File: config.mk
export PLATFORM = sky130hd
export DESIGN_NAME = acc_cpu_core
export DESIGN_NICKNAME = d
export VERILOG_FILES = /design/src/rtl/acc_cpu_core.sv
export SDC_FILE = /design/constraint.sdc
export NUM_CORES = 1
export LEC_CHECK = 0
export ABC_AREA = 1
export CAP_MARGIN = 10
export CORE_AREA = 2 2 178 180
export CTS_CLUSTER_SIZE = 10
export DETAILED_ROUTE_END_ITERATION = 12
export DIE_AREA = 0 0 180 182
export GPL_ROUTABILITY_DRIVEN = 0
export PLACE_DENSITY = 0.49
export SLEW_MARGIN = 10
export SYNTH_ARGS = -nofsm -noshare
export SYNTH_HDL_FRONTEND = slang
export SYNTH_SLANG_ARGS = --single-unit
File: constraint.sdc
create_clock -name clk -period 10.8 [get_ports clk]
set_input_delay 1.62 -clock clk [delete_from_list [all_inputs] [get_ports clk]]
set_output_delay 1.62 -clock clk [all_outputs]
set_load 0.05 [all_outputs]
File: src/rtl/acc_cpu_core.sv
// Accumulator CPU core: two-state IDLE/EXEC sequencer around a DATA_W-bit ALU
// and a 2^ADDR_W-word register file, with a valid/ready instruction port.
module acc_cpu_core #(
  parameter int DATA_W = 8,
  parameter int ADDR_W = 4
) (
  input  logic              clk,
  input  logic              rst,
  input  logic              instr_valid,
  output logic              instr_ready,
  input  logic [3:0]        opcode,
  input  logic [DATA_W-1:0] operand,
  input  logic [ADDR_W-1:0] addr,
  output logic              result_valid,
  output logic [DATA_W-1:0] result,
  output logic              flag_z,
  output logic              flag_c,
  output logic              err
);

  localparam int DEPTH = 1 << ADDR_W;

  typedef enum logic {IDLE, EXEC} state_e;

  state_e              state_q;
  logic [3:0]          op_q;
  logic [DATA_W-1:0]   opnd_q;
  logic [ADDR_W-1:0]   addr_q;
  logic [DATA_W-1:0]   acc_q, acc_d;
  logic                z_q, c_q, c_d, err_q, err_d, rv_q;
  logic                wr_z, mem_we;
  logic [DATA_W:0]     sum_w;
  logic [DATA_W-1:0]   mem_q [DEPTH];
  logic [DATA_W-1:0]   mem_rd;

  assign mem_rd       = mem_q[addr_q];
  assign instr_ready  = (state_q == IDLE);
  assign result_valid = rv_q;
  // Accumulator is only written at retirement, so it doubles as the held result.
  assign result       = acc_q;
  assign flag_z       = z_q;
  assign flag_c       = c_q;
  assign err          = err_q;

  always_comb begin
    acc_d  = acc_q;
    c_d    = c_q;
    wr_z   = 1'b1;
    err_d  = 1'b0;
    mem_we = 1'b0;
    sum_w  = '0;
    case (op_q)
      4'h0: begin
        sum_w = {1'b0, acc_q} + {1'b0, opnd_q};
        acc_d = sum_w[DATA_W-1:0];
        c_d   = sum_w[DATA_W];
      end
      4'h1: begin
        // Top bit of the widened difference is the borrow.
        sum_w = {1'b0, acc_q} - {1'b0, opnd_q};
        acc_d = sum_w[DATA_W-1:0];
        c_d   = sum_w[DATA_W];
      end
      4'h2: begin
        mem_we = 1'b1;
        wr_z   = 1'b0;
      end
      4'h3: acc_d = mem_rd;
      4'h4: acc_d = opnd_q;
      4'h5: acc_d = acc_q & opnd_q;
      4'h6: acc_d = acc_q | opnd_q;
      4'h7: acc_d = acc_q ^ opnd_q;
      4'h8: acc_d = ~acc_q;
      4'h9: begin
        acc_d = {acc_q[DATA_W-2:0], 1'b0};
        c_d   = acc_q[DATA_W-1];
      end
      4'hA: begin
        acc_d = {1'b0, acc_q[DATA_W-1:1]};
        c_d   = acc_q[0];
      end
      4'hB: begin
        sum_w = {1'b0, acc_q} + {1'b0, mem_rd};
        acc_d = sum_w[DATA_W-1:0];
        c_d   = sum_w[DATA_W];
      end
      4'hC: wr_z = 1'b0;
      default: begin
        wr_z  = 1'b0;
        err_d = 1'b1;
      end
    endcase
  end

  always_ff @(posedge clk or posedge rst) begin
    if (rst) begin
      state_q <= IDLE;
      op_q    <= '0;
      opnd_q  <= '0;
      addr_q  <= '0;
      acc_q   <= '0;
      z_q     <= 1'b0;
      c_q     <= 1'b0;
      err_q   <= 1'b0;
      rv_q    <= 1'b0;
      for (int i = 0; i < DEPTH; i++) mem_q[i] <= '0;
    end else begin
      rv_q <= 1'b0;
      case (state_q)
        IDLE: if (instr_valid) begin
          op_q    <= opcode;
          opnd_q  <= operand;
          addr_q  <= addr;
          state_q <= EXEC;
        end
        EXEC: begin
          acc_q <= acc_d;
          c_q   <= c_d;
          if (wr_z) z_q <= (acc_d == '0);
          err_q <= err_d;
          if (mem_we) mem_q[addr_q] <= acc_q;
          rv_q    <= 1'b1;
          state_q <= IDLE;
        end
        default: state_q <= IDLE;
      endcase
    end
  end

endmodule

==> out/metrics.yaml <==
routing:
  ant_nets: 0
  routed_wl_mm: 27.7
  vias: 8011
  wl_per_cell_um: 16.9
  drc: 0
  drt_iter0_drc: 670
  viasPerCell: 4.88
  first_pass_iters: 5
place:
  portBuffers: 31
  dpl_cell_area_um2: 9500
  detailed_place_hpwl_mm: 19.2
  pre_cts_ws_ns: 6.77
  dp_cells: 1608
final_layout:
  syn_to_final_growth_pct: 14.2
  finalNonFillerCells: 1641
  finalInstanceArea_um2: 10100
  drive_gt1_share_pct: 4.93
  final_util_pct: 32.7
  final_nets: 1283
worst_setup_path:
  path_buf_inv: 4
  cp_top_family: "simple AND/OR/NAND/NOR gates"
  reg2regPathDepth: 23
  path_class: "register to register"
  reg2reg_slack_ns: 6.79
  arrival_ns: 4.40
  path_cells: "inv_2 -> nor2_2 -> buf_4 -> nand2_1 -> nand4_1 -> nand2_1 -> nand4_1 -> ha_1 -> inv_1 -> fa_1 -> inv_1 -> nand3_1 -> nand2_1 -> nand3_1 -> nand2_1 -> nand2_1 -> nand3_1 -> nand4_1 -> nand2_1 -> nand2_1 -> nor2_1 -> nand2_1 -> nand2_1"
  crit_top_cell: "nand2_1"
  cp-start-kind: "register"
  cp-end-kind: "register"
  path_depth: 23
  path_max_fanout: 33
  cpPeakStageDelay_ns: 0.69
  worstPathRequired_ns: 11.19
  cpMaxStageDelayCell: "dfrtp_1"
timing:
  tightest_slew_ns: 1.01
  fin_ws_ns: 6.79
  report.final.slew_viol_count: 0
  fin_skew_ns: 0.0141
  final-hold-violation-count: 0
  relSlewSlack_pct: 32.3
  finalCriticalPeriod_ns: 4.01
  fin_setup_tns_ns: 0
  rsz0062_at_grt: "no"
  max_freq_mhz: 250
  fin_crit_sh_pct: 37.1
  setup_viol: 0
clocking:
  clk_pin_slew_ns: 0.08
  numCtsBuffers: 17
  cts_resized: 0
  postCtsSetupBuffers: 0
  hold_buffers: 0
  htreeDepth: 4
  cts-root-buf: "clkbuf_16"
  tritoncts: "done"
  cts.sink_count: 157
  clk_latency_ns: 0.44
  clockBufferDepth: 2
die:
  die_area_um2: 32800
  row_count: 65
  fp.dieH_um: 182
  dieWidth_um: 180
  pin_count: 32
  core_area_um2: 31000
  initial_core_util_pct: 28.7
yosys:
  seq_area_frac_synth_pct: 44.2
  avgSynthCellArea_um2: 7.26
  yosysWarnings: 0
  ys_seq_elements: 157
  synth_nets: 1281
  synthCells: 1223
  synth.distinct_cells: 32
  syn_area_um2: 8880
min_path:
  hold_class: "register to register"
  whs_path_depth: 2
global_routing:
  grt_pass1_wl_mm: 44.5
  grt_max_degree: 104
  antenna_found_initial: 1
  grt_usage_pct: 17.4
  globalRouteMet1Util_pct: 24.4
  first_global_vias: 7693
  grt_util_met3_pct: 2.77
  grt_overflow: 0
  grt_use_met2_pct: 27.8
  grt_busiest_layer: "met2"
run_status:
  outcome: "finished, final reports clean"
flow_run:
  cap_violations: 0
power:
  vdd_drop_max_mv: 0.113
  p_per_area_nw_per_um2: 208
  p_leak_nw: 4.87
-- layer usage --
| metal | up-vias | routed length (um) |
|---|---|---|
| met3 | 34 | 1210 |
| met5 | - | 0 |
| met1 | 3793 | 13300 |
| met4 | 0 | 474 |
| met2 | 217 | 12700 |
| li1 | 3967 | - |
-- power breakdown --
group / internal, W / switching [W] / total [W]
sequential: 0.000656 / 0.0000847 / 0.000741
clock: 0.000381 / 0.000284 / 0.000665
combinational: 0.000200 / 0.000508 / 0.000708
total: 0.00124 / 0.000877 / 0.00211
-- cell usage after synthesis --
cell	n	area [um^2]
nand2_1	513	1930
o21ai_0	162	811
dfrtp_1	157	3930
nand3_1	73	365
inv_1	66	248
nor2_1	49	184
ha_1	36	450
nand4_1	32	200
clkbuf_1	27	101
buf_2	23	115
a21oi_1	19	95.1
o21ai_1	16	80.1
inv_2	7	26.3
nor2_2	5	31.3
clkinv_1	4	15.0
nand2_2	4	25.0
fa_1	3	60.1
nand3b_1	3	22.5
nor3_4	3	48.8
o22ai_1	3	18.8
buf_4	2	15.0
nor3_1	2	10.0
o211ai_1	2	15.0
o21a_1	2	15.0
o221ai_1	2	17.5
or2_2	2	12.5
and3_1	1	6.26
buf_1	1	3.75
buf_6	1	11.3
o21bai_1	1	7.51
o31ai_1	1	7.51
or2_1	1	6.26
-- cell families after synthesis --
family / count (synthesis) / share of synthesized area [%]
flip-flops: 157 / 44.2
buffers and inverters: 131 / 6.03
adder cells (fa/ha/maj): 39 / 5.75
AO/OA/AOI/OAI: 208 / 12.0
AND/OR/NAND/NOR: 688 / 32.0
-- layout by cell type (no fill, tap or decap), types with 2 or more instances in the layout --
| cell | instances |
|---|---|
| nand2_2 | 4 |
| ha_1 | 36 |
| or2_2 | 2 |
| inv_2 | 7 |
| o21ai_1 | 16 |
| o211ai_1 | 2 |
| clkdlybuf4s50_1 | 31 |
| inv_1 | 65 |
| clkbuf_16 | 17 |
| nor3_4 | 3 |
| nor2_1 | 48 |
| clkinvlp_4 | 3 |
| buf_4 | 6 |
| bufinv_16 | 3 |
| inv_6 | 4 |
| nand2_1 | 513 |
| clkinv_1 | 4 |
| nor3_1 | 2 |
| inv_8 | 4 |
| o22ai_1 | 3 |
| nand4_1 | 32 |
| dfrtp_1 | 157 |
| o21a_1 | 2 |
| o221ai_1 | 2 |
| nand3b_1 | 3 |
| a21oi_1 | 19 |
| nand3_1 | 73 |
| nor2_2 | 6 |
| o21ai_0 | 162 |
| fa_1 | 3 |
-- layout make-up --
| type | count | area, um^2 |
|---|---|---|
| diodes | 1 | 2.50 |
| clock buffers | 18 | 439 |
| clock inverters | 14 | 200 |
| fillers | 3317 | 20800 |
| inverters | 77 | 294 |
| multi-input cells | 935 | 4420 |
| flip-flops and latches | 157 | 3930 |
| well taps | 402 | 503 |
| repair buffers | 37 | 355 |
-- per-stage QoR --
step,hold slack (ns),power (W)
6_report,0.486,0.00211
5_1_grt,0.501,0.00225
2_1_floorplan,0.439,0.00121
3_3_place_gp,0.466,0.00146
3_5_place_dp,0.473,0.00146
4_1_cts,0.490,0.00213
-- registers in the layout, indices dropped and copies added (netlist names) --
register	flops
flag_z	1
op_q	4
addr_q	4
err	1
state_q	1
result_valid	1
mem_q	128
result	8
opnd_q	8
flag_c	1
-- worst paths after layout --
path | end | startpoint
setup / recovery | flag_z$_DFFE_PP0P_ | addr_q[1]$_DFFE_PP0P_
hold / removal | mem_q[95]$_DFFE_PP0P_ | mem_q[95]$_DFFE_PP0P_
setup reg to reg | flag_z$_DFFE_PP0P_ | addr_q[1]$_DFFE_PP0P_
hold reg to reg | mem_q[95]$_DFFE_PP0P_ | mem_q[95]$_DFFE_PP0P_
max in group asynchronous | result[4]$_DFFE_PP0P_ | rst
min in group asynchronous | mem_q[85]$_DFFE_PP0P_ | rst
-- tightest hold or removal path: cells and delay by family, from the launching register on --
family	cells	cell delay [ns]
AO/OA/AOI/OAI	1	0.06
AND/OR/NAND/NOR	1	0.05
flip-flops	1	0.34
No activity file was read; power rests on OpenSTA's default activity.
